==> src/rtl/imm_gen_stage.sv <==
// Decode-stage immediate generator: extracts and extends the selected immediate
// and presents it one cycle later from a 2-entry skid buffer. in_ready is registered.
module imm_gen_stage #(
  parameter int XLEN  = 32,
  parameter int TAG_W = 5
) (
  input  logic             clk,
  input  logic             rst,
  input  logic             in_valid,
  output logic             in_ready,
  input  logic [31:0]      in_inst,
  input  logic [2:0]       in_sel,
  input  logic [TAG_W-1:0] in_tag,
  output logic             out_valid,
  input  logic             out_ready,
  output logic [XLEN-1:0]  out_imm,
  output logic [TAG_W-1:0] out_tag,
  output logic             out_illegal
);

  typedef enum logic [1:0] {S_EMPTY, S_ONE, S_TWO} state_t;

  state_t           r_state;
  logic             r_in_ready;
  logic             r_out_valid;
  logic [XLEN-1:0]  r_main_imm;
  logic [TAG_W-1:0] r_main_tag;
  logic             r_main_ill;
  logic [XLEN-1:0]  r_skid_imm;
  logic [TAG_W-1:0] r_skid_tag;
  logic             r_skid_ill;

  logic [31:0]      w_raw;
  logic             w_sx;
  logic [XLEN-1:0]  w_imm;
  logic             w_ill;
  logic             w_acc;
  logic             w_pop;
  logic             w_unused_opcode;

  assign w_unused_opcode = ^in_inst[6:0];

  // w_raw is already the 32-bit value; w_sx says whether to sign-fill beyond bit 31
  always_comb begin
    w_raw = '0;
    w_sx  = 1'b1;
    w_ill = 1'b0;
    case (in_sel)
      3'b000: w_raw = {{20{in_inst[31]}}, in_inst[31:20]};
      3'b001: w_raw = {{20{in_inst[31]}}, in_inst[31:25], in_inst[11:7]};
      3'b010: w_raw = {{19{in_inst[31]}}, in_inst[31], in_inst[7], in_inst[30:25],
                       in_inst[11:8], 1'b0};
      3'b011: w_raw = {in_inst[31:12], 12'b0};
      3'b100: w_raw = {{11{in_inst[31]}}, in_inst[31], in_inst[19:12], in_inst[20],
                       in_inst[30:21], 1'b0};
      3'b101: begin
        w_sx  = 1'b0;
        w_raw = {27'b0, in_inst[19:15]};
      end
      3'b110: begin
        w_sx  = 1'b0;
        w_raw = (XLEN == 64) ? {26'b0, in_inst[25:20]} : {27'b0, in_inst[24:20]};
      end
      default: begin
        w_sx  = 1'b0;
        w_ill = 1'b1;
      end
    endcase
    w_imm = w_sx ? XLEN'($signed(w_raw)) : XLEN'(w_raw);
  end

  assign w_acc = in_valid && r_in_ready;
  assign w_pop = r_out_valid && out_ready;

  always_ff @(posedge clk or posedge rst) begin
    if (rst) begin
      r_state     <= S_EMPTY;
      r_in_ready  <= 1'b1;
      r_out_valid <= 1'b0;
      r_main_imm  <= '0;
      r_main_tag  <= '0;
      r_main_ill  <= 1'b0;
      r_skid_imm  <= '0;
      r_skid_tag  <= '0;
      r_skid_ill  <= 1'b0;
    end else begin
      case (r_state)
        S_EMPTY: begin
          if (w_acc) begin
            r_main_imm  <= w_imm;
            r_main_tag  <= in_tag;
            r_main_ill  <= w_ill;
            r_out_valid <= 1'b1;
            r_state     <= S_ONE;
          end
        end
        S_ONE: begin
          if (w_acc && w_pop) begin
            r_main_imm <= w_imm;
            r_main_tag <= in_tag;
            r_main_ill <= w_ill;
          end else if (w_acc) begin
            r_skid_imm <= w_imm;
            r_skid_tag <= in_tag;
            r_skid_ill <= w_ill;
            r_in_ready <= 1'b0;
            r_state    <= S_TWO;
          end else if (w_pop) begin
            r_out_valid <= 1'b0;
            r_state     <= S_EMPTY;
          end
        end
        S_TWO: begin
          if (w_pop) begin
            r_main_imm <= r_skid_imm;
            r_main_tag <= r_skid_tag;
            r_main_ill <= r_skid_ill;
            r_in_ready <= 1'b1;
            r_state    <= S_ONE;
          end
        end
        default: begin
          r_state     <= S_EMPTY;
          r_in_ready  <= 1'b1;
          r_out_valid <= 1'b0;
        end
      endcase
    end
  end

  assign in_ready    = r_in_ready;
  assign out_valid   = r_out_valid;
  assign out_imm     = r_main_imm;
  assign out_tag     = r_main_tag;
  assign out_illegal = r_main_ill;

endmodule

==> config.mk <==
export PLATFORM = sky130hd
export DESIGN_NAME = imm_gen_stage
export DESIGN_NICKNAME = d
export VERILOG_FILES = /design/src/rtl/imm_gen_stage.sv
export SDC_FILE = /design/constraint.sdc
export NUM_CORES = 1
export LEC_CHECK = 0
export ABC_AREA = 1
export ABC_CLOCK_PERIOD_IN_PS = 3000
export BUFFER_PORTS_ARGS = -buffer_cell sky130_fd_sc_hd__buf_2
export CORE_ASPECT_RATIO = 0.75
export CORE_UTILIZATION = 40
export CTS_CLUSTER_SIZE = 20
export DETAILED_ROUTE_END_ITERATION = 6
export PLACE_DENSITY_LB_ADDON = 0.12
export REMOVE_ABC_BUFFERS = 1
export SYNTH_ARGS = -nofsm -noshare
export SYNTH_HDL_FRONTEND = slang
export SYNTH_SLANG_ARGS = --single-unit
==> constraint.sdc <==
create_clock -name clk -period 3 [get_ports clk]
set_input_delay 0.3 -clock clk [delete_from_list [all_inputs] [get_ports clk]]
set_output_delay 0.3 -clock clk [all_outputs]
set_load 0.02 [all_outputs]
==> flow_summary_export.csv <==
group,metric,value,unit
clock_network,htreeDepth,3,
job,drv_cap,0,
placed_design,dpl_cell_area,0.004443,mm²
clock_network,cts_buffer_depth,2,
synthesis,synth_cell_type_count,25,
cells_and_area,multiInputGateArea,0.001717,mm²
synthesis,synth_top_area_share,48.60,%
critical_path,reg2reg_to,"out_imm[22]",
routing,firstDrtPassIters,5,
critical_path,criticalPathCategory,"reg -> reg",
cells_and_area,drive_gt1_share,20.34,%
routing,post_drt_wl_per_cell,13.77,µm
clock_network,path_clk_slew,0.06,ns
cells_and_area,area_growth,17.07,%
sta,fin_skew,0.004573,ns
routing,vias_per_cell,4.975,
pwr,powerDensity,497.7,mW/mm²
sta,timing.fmax,0.4715,GHz
placed_design,port_buffers,76,
critical_path,worst_setup_path_start_kind,"flip-flop",
synthesis,ys_seq_area_share,49.25,%
clock_network,clockRootBuffer,"clkbuf_16",
pwr,vdd_drop_max,0.2548,mV
routing,ant_nets,0,
routing,drc,0,
die,die_w,118.4,µm
placed_design,place_congestion,0.8314,
sta,tns,0,ns
critical_path,worstPathRequired,3.21,ns
synthesis,netlist.top_cell.by_area,"dfrtp_1",
synthesis,synth_most_common_cell,"nand2_1",
synthesis,syn_area_per_cell,7.778,µm²
clock_network,cts_tree,"yes",
cells_and_area,fillCellCount,979,
clock_network,clock_sinks,80,
outcome,status,"finished, final reports clean",
worst_hold_path,hp-start,"in_tag[1]",
worst_hold_path,hold-path-endpoint,"r_skid_tag[1]",
sta,finalCritPeriodShare,70.70,%
cells_and_area,nets,631,
global_route,grt_max_degree,54,
die,io_pins,84,
sta,drv_slew,0,
global_route,grt_pass1_wl,16400,µm
die,initial_core_util,41.62,%
die,dieArea,0.01058,mm²
sta,setup_violations,0,
die,core,0.009774,mm²
sta,tightest_slew,0.6016,ns
sta,hold_viol_final,0,
synthesis,ys_seq_elements,80,
die,die_y,89.33,µm
cells_and_area,fin_area,0.004762,mm²
clock_network,postCtsSetupBuffers,0,
routing,wirelength,9945,µm
worst_hold_path,hp-class,"in -> reg",
global_route,antenna_found_initial,0,
pwr,leakagePower,2.357,nW
critical_path,cp-end-kind,"flip-flop",
critical_path,r2r_cells,8,
cells_and_area,n_antenna_cell,0,
critical_path,r2r_start,"r_state[0]",
global_route,grt_usage,20.08,%
critical_path,ff2ff_setup_slack,0.88,ns
critical_path,arrival,2.34,ns
pwr,total_power,2.370,mW
synthesis,synth_edf_count,0,
routing,num_vias,3592,
synthesis,netlist_instances,523,
sta,slew_headroom,59.90,%
clock_network,clk_latency,0.33,ns
global_route,grt_pass1_vias,3277,
sta,final.min_clock_period,2.121,ns
placed_design,dp_hpwl,6585,µm
cells_and_area,seqCellArea,0.002003,mm²
clock_network,numCtsBuffers,9,
routing,drt_iter0_markers,218,
critical_path,crit_path_max_fanout,53,
synthesis,yosys_warnings,0,
synthesis,ys_async_sr_fraction,100.0,%
worst_hold_path,min_path_cells,3,
synthesis,synth_area_leaders,"dfrtp_1, nand2_1, o21ai_0",
synthesis,synth_flop_cell,"dfrtp_1",
sta,rsz0062_at_grt,"false",
die,num_rows,31,
synthesis,synth_commonest_cells,"nand2_1, dfrtp_1, o21ai_0",
global_route,grt-ovfl-total,0,
synthesis,syn_area,0.004068,mm²
==> through the flow <==
stage,cells,hold slack (ns),setup WS (ns),util (%)
after floorplan,492,0.4210,0.3047,-
final,722,0.2003,0.8791,48.72
after global placement,707,0.2940,0.9056,45.46
after detailed placement,707,0.2932,0.8856,45.46
after global routing,722,0.1984,0.6331,48.72
after CTS,722,0.1926,0.8722,48.72
==> cell families after synthesis <==
group / count (synthesis) / share of synthesized area [%]
AO/OA/AOI/OAI: 94 / 13.10
flip-flops: 80 / 49.25
buffers and inverters: 64 / 8.613
AND/OR/NAND/NOR: 285 / 29.04
==> final cells by class <==
cell class / count / area share [%]
Sequential cell: 80 / 42.07
Clock inverter: 4 / 1.471
Multi-Input combinational cell: 379 / 36.05
Clock buffer: 10 / 5.018
Timing Repair Buffer: 84 / 9.301
Tap cell: 132 / 3.468
Inverter: 33 / 2.627
==> registers in the layout (all words and copies together) (netlist names) <==
| signal | flops |
|---|---|
| out_tag | 5 |
| r_skid_tag | 5 |
| out_illegal | 1 |
| in_ready | 1 |
| r_state | 2 |
| out_valid | 1 |
| out_imm | 32 |
| r_skid_ill | 1 |
| r_skid_imm | 32 |
==> power by group <==
part           internal, mW  total (mW)  switching (mW)
Combinational        0.0419       0.142          0.0997
Sequential             1.08        1.08         0.00181
Clock                 0.738        1.14           0.405
Total                  1.86        2.37           0.507
==> what timing repair did <==
item / in CTS / in global routing
hold buffers: 1 / 0
hold endpoints to repair: 20 / 0
gates resized for setup: 0 / 0
==> routing by layer <==
metal	part of all wire, %	track usage [%]
met2	44	31.71
met4	1.1	5.409
met5	0	0
met3	5.2	4.337
met1	50	28.20
==> critical path, stage by stage, from the launching register on <==
cell and delay (ns):
dfrtp_1 0.43, inv_2 0.09, nand2_4 0.45, nand2_1 0.14, nand2_2 0.25, buf_4 0.37
nor2_1 0.07, o21ai_1 0.11, nand2_1 0.07
==> placed cells by master (no fill, tap or decap) <==
master / count
nor2_2: 2
buf_2: 76
a21oi_2: 3
o21ai_0: 41
nand2_4: 3
nand4_1: 14
inv_1: 25
o21ai_1: 11
nand2_1: 209
a21boi_0: 1
nor2_4: 1
bufinv_16: 2
o21ai_4: 1
clkbuf_8: 1
clkinv_2: 3
a21oi_1: 21
inv_2: 7
dlygate4sd3_1: 1
nor2_1: 28
dfstp_2: 1
a31oi_1: 2
dfrtp_1: 79
buf_4: 7
nand3_2: 1
nand3_1: 24
nand2_2: 3
o211ai_1: 14
clkbuf_16: 9
==> worst max path at each step <==
stage                     slack, ns        from     endpoint  cells after the start
after floorplan                0.30  r_state[0]  out_imm[10]                      7
after global placement         0.91  r_state[0]  out_imm[22]                      8
after detailed placement       0.89  r_state[0]  out_imm[22]                      8
after CTS                      0.87  r_state[0]  out_imm[22]                      8
after global routing           0.63  r_state[0]  out_imm[21]                      8
final                          0.88  r_state[0]  out_imm[22]                      8
(Power assumes the default switching activity.)
